--- src/rtl/piso_word_shift_register_pkg.sv ---
// Shared types and default sizing for the word shifter family (serial-in and parallel-in variants).
package piso_word_shift_register_pkg;

    typedef enum logic {
        IDLE  = 1'b0,
        SHIFT = 1'b1
    } piso_state_t;

    localparam int unsigned DEFAULT_WIDTH = 16;
    localparam int unsigned DEFAULT_DEPTH = 8;

endpackage

--- src/rtl/piso_word_shift_register_if.sv ---
// Load and stream handshake bundle for piso_word_shift_register.
// Optional dout_last signal present only when PISO_LAST_FLAG_EN is defined.
interface piso_word_shift_register_if
    import piso_word_shift_register_pkg::*;
#(
    parameter int unsigned WIDTH = DEFAULT_WIDTH,
    parameter int unsigned DEPTH = DEFAULT_DEPTH
);
    logic [WIDTH*DEPTH-1:0] par_in;
    logic                   load_valid;
    logic                   load_ready;
    logic [WIDTH-1:0]       dout;
    logic                   dout_valid;
    logic                   dout_ready;
    logic                   busy;
`ifdef PISO_LAST_FLAG_EN
    logic                   dout_last;
`endif

    modport master (
        output par_in, load_valid, dout_ready,
`ifdef PISO_LAST_FLAG_EN
        input  dout_last,
`endif
        input  load_ready, dout, dout_valid, busy
    );

    modport slave (
        input  par_in, load_valid, dout_ready,
`ifdef PISO_LAST_FLAG_EN
        output dout_last,
`endif
        output load_ready, dout, dout_valid, busy
    );

endinterface

--- src/rtl/piso_word_shift_register_frame_counter.sv ---
// Words-remaining counter for one frame; raises last while the final word is on the stream.
module piso_frame_counter
    import piso_word_shift_register_pkg::*;
#(
    parameter int unsigned DEPTH = DEFAULT_DEPTH
) (
    input  logic clk,
    input  logic rst_n,
    input  logic load,
    input  logic dec,
    output logic last
);
    localparam int unsigned CW = $clog2(DEPTH + 1);

    logic [CW-1:0] remaining;

    always_ff @(posedge clk or negedge rst_n) begin
        if (!rst_n) begin
            remaining <= '0;
        end else if (load) begin
            remaining <= CW'(DEPTH);
        end else if (dec) begin
            remaining <= remaining - CW'(1);
        end
    end

    assign last = (remaining == CW'(1));

endmodule

--- src/rtl/piso_word_shift_register.sv ---
// Parallel-in, serial-out word shifter: emits taps oldest-first (word DEPTH-1 down to 0).
// Define PISO_LAST_FLAG_EN to add dout_last marking word 0 of each frame.
module piso_word_shift_register
    import piso_word_shift_register_pkg::*;
#(
    parameter int unsigned WIDTH = DEFAULT_WIDTH,
    parameter int unsigned DEPTH = DEFAULT_DEPTH
) (
    input logic                        clk,
    input logic                        rst_n,
    piso_word_shift_register_if.slave  bus
);
    piso_state_t      state;
    logic [WIDTH-1:0] w [DEPTH];
    logic             last;
    logic             load_accept;
    logic             xfer;

    // A load may join the final transfer so consecutive frames run without a bubble.
    assign bus.load_ready = (state == IDLE) || ((state == SHIFT) && last && bus.dout_ready);
    assign load_accept    = bus.load_valid && bus.load_ready;
    assign xfer           = (state == SHIFT) && bus.dout_ready;

    assign bus.dout       = w[DEPTH-1];
    assign bus.dout_valid = (state == SHIFT);
    assign bus.busy       = (state == SHIFT);

`ifdef PISO_LAST_FLAG_EN
    assign bus.dout_last  = (state == SHIFT) && last;
`endif

    piso_frame_counter #(
        .DEPTH (DEPTH)
    ) u_frame_counter (
        .clk   (clk),
        .rst_n (rst_n),
        .load  (load_accept),
        .dec   (xfer),
        .last  (last)
    );

    // Zeros shift in at word 0, so the top word is already 0 once a frame drains.
    always_ff @(posedge clk or negedge rst_n) begin
        if (!rst_n) begin
            state <= IDLE;
            for (int unsigned k = 0; k < DEPTH; k++) begin
                w[k] <= '0;
            end
        end else if (load_accept) begin
            state <= SHIFT;
            for (int unsigned k = 0; k < DEPTH; k++) begin
                w[k] <= bus.par_in[k*WIDTH +: WIDTH];
            end
        end else if (xfer) begin
            for (int unsigned k = 1; k < DEPTH; k++) begin
                w[k] <= w[k-1];
            end
            w[0] <= '0;
            if (last) begin
                state <= IDLE;
            end
        end
    end

endmodule

--- src/flat_wrapper.sv ---
// flat-port wrapper written by rule: the top's interface ports become plain ports
module piso_word_shift_register_flat import piso_word_shift_register_pkg::*;
#(
    parameter int unsigned WIDTH = DEFAULT_WIDTH,
    parameter int unsigned DEPTH = DEFAULT_DEPTH
)
  (clk, rst_n, bus_par_in, bus_load_valid, bus_dout_ready, bus_load_ready, bus_dout, bus_dout_valid, bus_busy);
  piso_word_shift_register_if #(.WIDTH(WIDTH), .DEPTH(DEPTH)) bus_i ();
  input logic clk;
  input logic rst_n;
  input wire logic [$bits(bus_i.par_in)-1:0] bus_par_in;
  input wire logic [$bits(bus_i.load_valid)-1:0] bus_load_valid;
  input wire logic [$bits(bus_i.dout_ready)-1:0] bus_dout_ready;
  output wire logic [$bits(bus_i.load_ready)-1:0] bus_load_ready;
  output wire logic [$bits(bus_i.dout)-1:0] bus_dout;
  output wire logic [$bits(bus_i.dout_valid)-1:0] bus_dout_valid;
  output wire logic [$bits(bus_i.busy)-1:0] bus_busy;
  assign bus_i.par_in = bus_par_in;
  assign bus_i.load_valid = bus_load_valid;
  assign bus_i.dout_ready = bus_dout_ready;
  assign bus_load_ready = bus_i.load_ready;
  assign bus_dout = bus_i.dout;
  assign bus_dout_valid = bus_i.dout_valid;
  assign bus_busy = bus_i.busy;
  piso_word_shift_register #(.WIDTH(WIDTH), .DEPTH(DEPTH)) u_core (.clk(clk), .rst_n(rst_n), .bus(bus_i));
endmodule
--- config.mk ---
export PLATFORM = sky130hd
export DESIGN_NAME = piso_word_shift_register_flat
export DESIGN_NICKNAME = d
export VERILOG_FILES = /design/src/rtl/piso_word_shift_register_pkg.sv /design/src/rtl/piso_word_shift_register_if.sv /design/src/rtl/piso_word_shift_register_frame_counter.sv /design/src/rtl/piso_word_shift_register.sv /design/src/flat_wrapper.sv
export SDC_FILE = /design/constraint.sdc
export NUM_CORES = 1
export LEC_CHECK = 0
export ABC_AREA = 1
export CAP_MARGIN = 20
export CELL_PAD_IN_SITES_DETAIL_PLACEMENT = 0
export CELL_PAD_IN_SITES_GLOBAL_PLACEMENT = 1
export CORE_UTILIZATION = 23
export CTS_CLUSTER_SIZE = 40
export DETAILED_ROUTE_END_ITERATION = 8
export PLACE_DENSITY = 0.51
export SYNTH_ARGS = -nofsm -noshare
export SYNTH_HDL_FRONTEND = slang
export SYNTH_SLANG_ARGS = --single-unit
--- constraint.sdc ---
create_clock -name clk -period 5.44 [get_ports clk]
set_clock_uncertainty 0.2 [all_clocks]
set_input_delay 1.632 -clock clk [delete_from_list [all_inputs] [get_ports clk]]
set_output_delay 1.632 -clock clk [all_outputs]
set_load 0.02 [all_outputs]
==> run metrics, run 1 <==
status=complete, no violations; Root Buffer Master=clkbuf_16; count of cell types in the netlist=16; worst hold path type=reg -> reg; largest net degree at the start of global routing=134; pwr/cell area=480 nW/um^2; fin area=9510 um^2; met3 WL=663 um; hold buffers post-CTS=0; Synth top area share=around 46%; Synth Instances=1061; worst IR drop on VDD=between 0.2 and 0.25 mV; Gate power share=between 40% and 50%; GP Congestion=0.719; Max-cap violations=0; clk_lat worst skew=0.42 ns; Internal Power=2.67 mW; Slew headroom=43.1%; met2 routed wirelength=10700 um; Iteration-0 DRC Markers=295; post_cts resized=0; Antenna Nets Post-Route=0; CTS tree=built; DP HPWL=14100 um; I/O pins=151; Pre-Repair DR Iteration Count=4; DP Worst Slack=0.599 ns; die height=between 150 and 200 um; die area=~33000 um^2; number of nets in the layout=1289; drc violations=0; routed via count=~6500; Worst EP arrival=3.01 ns; RSZ-0062 raised after global routing=no; Synth area leaders=dfrtp_1 46%, nand2_1 18%, nand3_1 17%; H-tree levels=4; Seq pwr share=between 30 and 40%; row cnt=64; final WL=about 23000 um; DR top layer=met4; Post-Syn Area=7310 um^2; Critical R2R Launch=u_core.u_frame_counter.remaining[1]$_DFFE_PN0P_; Fin. Hold Viols=0; gr ovfl total=0; vias in the first global route=6722; Tcrit/Tclk final=89.0%; CP startpoint kind=input pin; critical-path maximum fanout=2; met1 wire length=~11000 um; sw frac=41.4%; ratio of cells with drive above 1 in the final layout=between 3 and 4%; number of post-CTS setup repair buffers=0; minimum clock period=4.84 ns; max-slew violation count=0; Setup WS post-layout=0.598 ns; Crit. End Element=primary output; Setup Viol. Count Final=0; Achievable Freq=207 MHz; clk slew on worst S/H paths=~0.06 ns; Post-Syn Nets=1195; Initial Utilization=23.7%; Syn. warnings=0; Worst Path Required=3.61 ns; PortBufs=150; sequential cell area fraction in the yosys report=45.5%; via/cell ratio=approximately 4.2; area leader, netlist=dfrtp_1; CTS Sinks=approximately 130; worst slew pin tran=0.853 ns; CTS Buf Count=17; crit path launch=bus_dout_ready; Post-DP Area=approximately 9000 um^2; clock share of power=23.4%; critical path class=in -> out; largest buffer count on any clock path=2; fillers=3515; Static Leakage=about 5.3 nW; CORE AREA=30900 um^2; net switching power of the design=1.89 mW; setup TNS=0 ns; register bit count reported by yosys=between 100 and 150; Antenna Cells=0; first-pass GRT wire length=37700 um; hold_sp=u_core.bus.dout[1]$_DFFE_PN0P_; DR WL/cell=14.6 um; initial antenna violation count=0; Die Width=180 um; total track usage=14.7%; Syn-to-layout area delta=30.1%; Syn Area/Cell=about 6.9 um^2
[cell type report]
cell class | instances | area (um^2) | area share, %
Multi-Input combinational cell | 615 | 2680 | 28.2
Inverter | 230 | 866 | 9.10
Timing Repair Buffer | 158 | 1610 | 16.9
Tap cell | 396 | 495 | 5.21
Clock inverter | 14 | 104 | 1.09
Sequential cell | 133 | 3330 | 35.0
Clock buffer | 17 | 425 | 4.47
[worst max-delay path, cell delays in order]
cell and delay (ns):
clkdlybuf4s50_1 0.51, nand2_1 0.07, inv_1 0.05, nand2_1 0.07, nand2_4 0.08, clkdlybuf4s50_1 0.61
[sequential cells by signal (all words and copies together), names as in the netlist]
signal	flops
u_core.u_frame_counter.remaining	4
u_core.w	112
u_core.bus.dout	16
u_core.bus.busy	1
[power groups by stage]
stage	clock, mW	sequential, mW	combinational (mW)
after floorplan	0	1.60	1.37
after global placement	0	1.65	1.91
after detailed placement	0	1.65	1.91
after CTS	1.11	1.64	1.92
after global routing	1.15	1.69	2.16
final	1.07	1.64	1.86
[stage by stage]
step / total power, mW / hold slack [ns] / instances / utilization [%]
global route: 5.00 / 0.291 / 1563 / 30.8
finish: 4.56 / 0.274 / 1563 / 30.8
detailed placement: 3.57 / 0.265 / 1532 / 29.1
global placement: 3.57 / 0.264 / 1532 / 29.1
CTS: 4.68 / 0.282 / 1563 / 30.8
floorplan: 2.96 / 0.249 / 1061 / -
[synth_stat cells]
cell	count
nand2_1	345
inv_1	229
buf_2	39
xnor2_1	1
o21ai_0	18
buf_6	3
nor2_1	3
ha_1	2
dfrtp_1	133
clkbuf_1	16
xor2_1	1
inv_2	1
buf_4	19
nand2_2	3
buf_1	6
nand3_1	242
[logic make-up after synthesis]
kind of cell | synth area share (%)
adder cells (fa/ha/maj) | 0.342
flip-flops | 45.5
buffers and inverters | 18.0
AND/OR/NAND/NOR | 34.7
AO/OA/AOI/OAI | 1.23
XOR/XNOR | 0.240
[final timing paths]
path / depth (start not counted) / endpoint / slack, ns
hold / removal: 2 / u_core.bus.dout[1]$_DFFE_PN0P_ / 0.27
setup reg to reg: 11 / u_core.w[41]$_DFFE_PN0P_ / 2.45
max in group asynchronous: 2 / u_core.w[68]$_DFFE_PN0P_ / 3.12
hold reg to reg: 2 / u_core.bus.dout[1]$_DFFE_PN0P_ / 0.27
min in group asynchronous: 1 / u_core.w[112]$_DFFE_PN0P_ / 1.03
setup / recovery: 6 / bus_load_ready / 0.60
[placed cells by master (no fill, tap or decap), drive strengths merged]
| master | n |
|---|---|
| ha | 2 |
| xor2 | 1 |
| nand3 | 242 |
| buf | 10 |
| nor2 | 3 |
| nand2 | 348 |
| clkbuf | 17 |
| dfrtp | 133 |
| inv | 235 |
| clkinv | 6 |
| o21ai | 18 |
| clkdlybuf4s50 | 148 |
| xnor2 | 1 |
| clkinvlp | 3 |
[metal layers]
layer  global-route usage [%]  up-vias
met1                     20.1     3051
met3                     2.57       14
met2                     23.8      115
met5                        0        -
met4                     3.86        0
li1                         -     3349
No activity file was read; power rests on OpenSTA's default activity.
==> run 2: changes to the inputs <==
CORE_ASPECT_RATIO = 0.8   (was not set)
RECOVER_POWER = 100   (was not set)
==> run metrics, run 2 (synthesis results as in run 1) <==
Post-DP Area=9020 um^2 (+0.39%); initial antenna violation count=2 (+2); worst slew pin tran=2.56 ns (+1.70 ns); Achievable Freq=199 MHz (-3.7%); number of flip-flops in the largest register=112 (unchanged); row cnt=58 (-9.4%); CTS tree=built; fin cells=1593 (+1.9%); Antenna Nets Post-Route=0 (unchanged); Pre-Repair DR Iteration Count=5 (+1); Max-cap violations=1 (+1); Fin. Hold Viols=0 (unchanged); fillers=3575 (+1.7%); number of nets in the layout=1293 (+0.31%); Gate power share=38.9% (-1.8 points); via/cell ratio=4.12 (-1.4%); met1 Use GR=21.8% (+1.7 points); Root Buffer Master=clkbuf_16; die height=162 um (-10%); largest net degree at the start of global routing=92 (-31%); global route hottest layer=met2; CP startpoint kind=input pin; Worst Path Required=3.61 ns (about the same); Internal Power=2.84 mW (+6.4%); Crit. End Element=primary output; sw frac=39.8% (-1.6 points); H-tree levels=4 (unchanged); number of buffers and inverters on the critical path=3 (unchanged); max-slew violation count=92 (+92); Hold WS=0.273 ns (-0.00133 ns); failing checks=capacitance limit, slew limit; Initial Utilization=23.3% (-0.33 points); worst IR drop on VDD=0.196 mV (-7.7%); critical path's top delay family=buffers and inverters; setup TNS=0 ns (unchanged); minimum clock period=5.03 ns (+0.188 ns); slowest CP cell=dlygate4sd3_1; Slew headroom=-70.4% (-110 points); most frequent cells in the layout=346 x nand2_1, 242 x nand3_1, 229 x inv_1, 133 x dfrtp_1, 128 x clkdlybuf4s50_1; number of post-CTS setup repair buffers=0 (unchanged); Setup Viol. Count Final=0 (unchanged); Worst EP arrival=3.20 ns (+0.19 ns); CTS Buf Count=17 (unchanged); gr ovfl total=0 (unchanged); status=finished, violations left; Tcrit/Tclk final=92.5% (+3.4 points); ratio of cells with drive above 1 in the final layout=3.92% (+0.069 points); post_cts resized=0 (unchanged); critical-path maximum fanout=2 (unchanged); clk slew on worst S/H paths=0.06 ns (about the same); net switching power of the design=1.88 mW (-0.38%); Static Leakage=5.33 nW (+1.4%); I/O pins=151 (unchanged); Final Power=4.73 mW (+3.6%); Seq pwr share=34.5% (-1.4 points); clock share of power=26.6% (+3.2 points); DR WL/cell=14.7 um (+0.47%); hold buffers post-CTS=0 (unchanged); DP HPWL=14900 um (+5.4%); global routing usage on met3=3.33% (+0.76 points); worst hold path type=reg -> reg; Die Width=201 um (+12%); critical-path cell list=dlygate4sd3_1, nand2_1, inv_1, nand2_1, nand2_1, dlygate4sd3_1; Syn-to-layout area delta=31.5%; largest buffer count on any clock path=2 (unchanged); most frequent cell on the critical path=nand2_1; first-pass GRT wire length=37500 um (-0.59%); Iteration-0 DRC Markers=254 (-14%); pwr/cell area=491 nW/um^2 (+2.4%); GP Congestion=0.730 (+1.5%); routed via count=6560 (+0.47%); die area=32500 um^2 (about the same); Largest Register=u_core.w; commonest non-fill, non-tap cell in the layout=nand2_1; CTS Sinks=133 (unchanged); critical path class=in -> out; met2 usage=21.9% (-1.9 points); drc violations=0 (unchanged); total track usage=14.9% (+0.18 points); RSZ-0062 raised after global routing=no; crit-path max cell delay=0.69 ns (+0.08 ns); DP Cell Count=1560 (+1.8%); vias in the first global route=6562 (-2.4%); fin area=9620 um^2 (+1.1%); clk_lat worst skew=0.42 ns (about the same); PortBufs=150 (unchanged); final WL=23400 um (+2.4%); CORE AREA=31400 um^2 (+1.4%)
==> run 2: final cells by class <==
type                            instances  area (um^2)  share of cell area [%]
Sequential cell                       133         3330                    34.6
Antenna cell                            1         2.50                  0.0260
Inverter                              230          866                    9.00
Timing Repair Buffer                  162         1600                    16.6
Clock buffer                           19          443                    4.60
Tap cell                              420          526                    5.46
Clock inverter                         13          179                    1.86
Multi-Input combinational cell        615         2680                    27.8
==> run 2: through the flow <==
step	worst slack, ns	util, %
after floorplan	1.40	-
after global placement	0.558	28.8
after detailed placement	0.565	28.8
after CTS	0.551	30.8
after global routing	0.316	30.7
final	0.410	30.7
==> run 2: layer usage <==
metal  routed length, um  share of wire [%]
met1               12200                 52
met4                 211               0.90
met3                 840                3.6
met2               10200                 44
met5                  11              0.047
==> run 2: worst paths after layout <==
path / startpoint / end / slack (ns) / depth (start not counted)
max: bus_dout_ready / bus_load_ready / 0.41 / 6
min: u_core.bus.dout[4]$_DFFE_PN0P_ / u_core.bus.dout[4]$_DFFE_PN0P_ / 0.27 / 2
max reg2reg: u_core.u_frame_counter.remaining[1]$_DFFE_PN0P_ / u_core.w[61]$_DFFE_PN0P_ / 1.85 / 12
min reg2reg: u_core.bus.dout[4]$_DFFE_PN0P_ / u_core.bus.dout[4]$_DFFE_PN0P_ / 0.27 / 2
max in group asynchronous: rst_n / u_core.w[44]$_DFFE_PN0P_ / 1.00 / 2
min in group asynchronous: rst_n / u_core.bus.dout[7]$_DFFE_PN0P_ / 1.75 / 1
==> run 2: worst register-to-register path, cell delays in order (launching register included) <==
cell	delay [ns]
dfrtp_1	0.38
inv_1	0.10
ha_1	0.16
nand2_1	0.05
inv_1	0.06
nand2_1	0.05
nand2_1	0.11
clkbuf_2	1.01
nand2_4	0.60
buf_4	0.44
nand2_1	0.14
nand3_1	0.10
nand2_1	0.11
==> run 2: power groups by stage <==
stage | Combinational (mW) | Clock (mW) | Sequential, mW
final | 1.84 | 1.26 | 1.63
after detailed placement | 1.92 | 0 | 1.66
after floorplan | 1.37 | 0 | 1.60
after global routing | 2.13 | 1.34 | 1.69
after global placement | 1.92 | 0 | 1.65
after CTS | 1.94 | 1.29 | 1.64
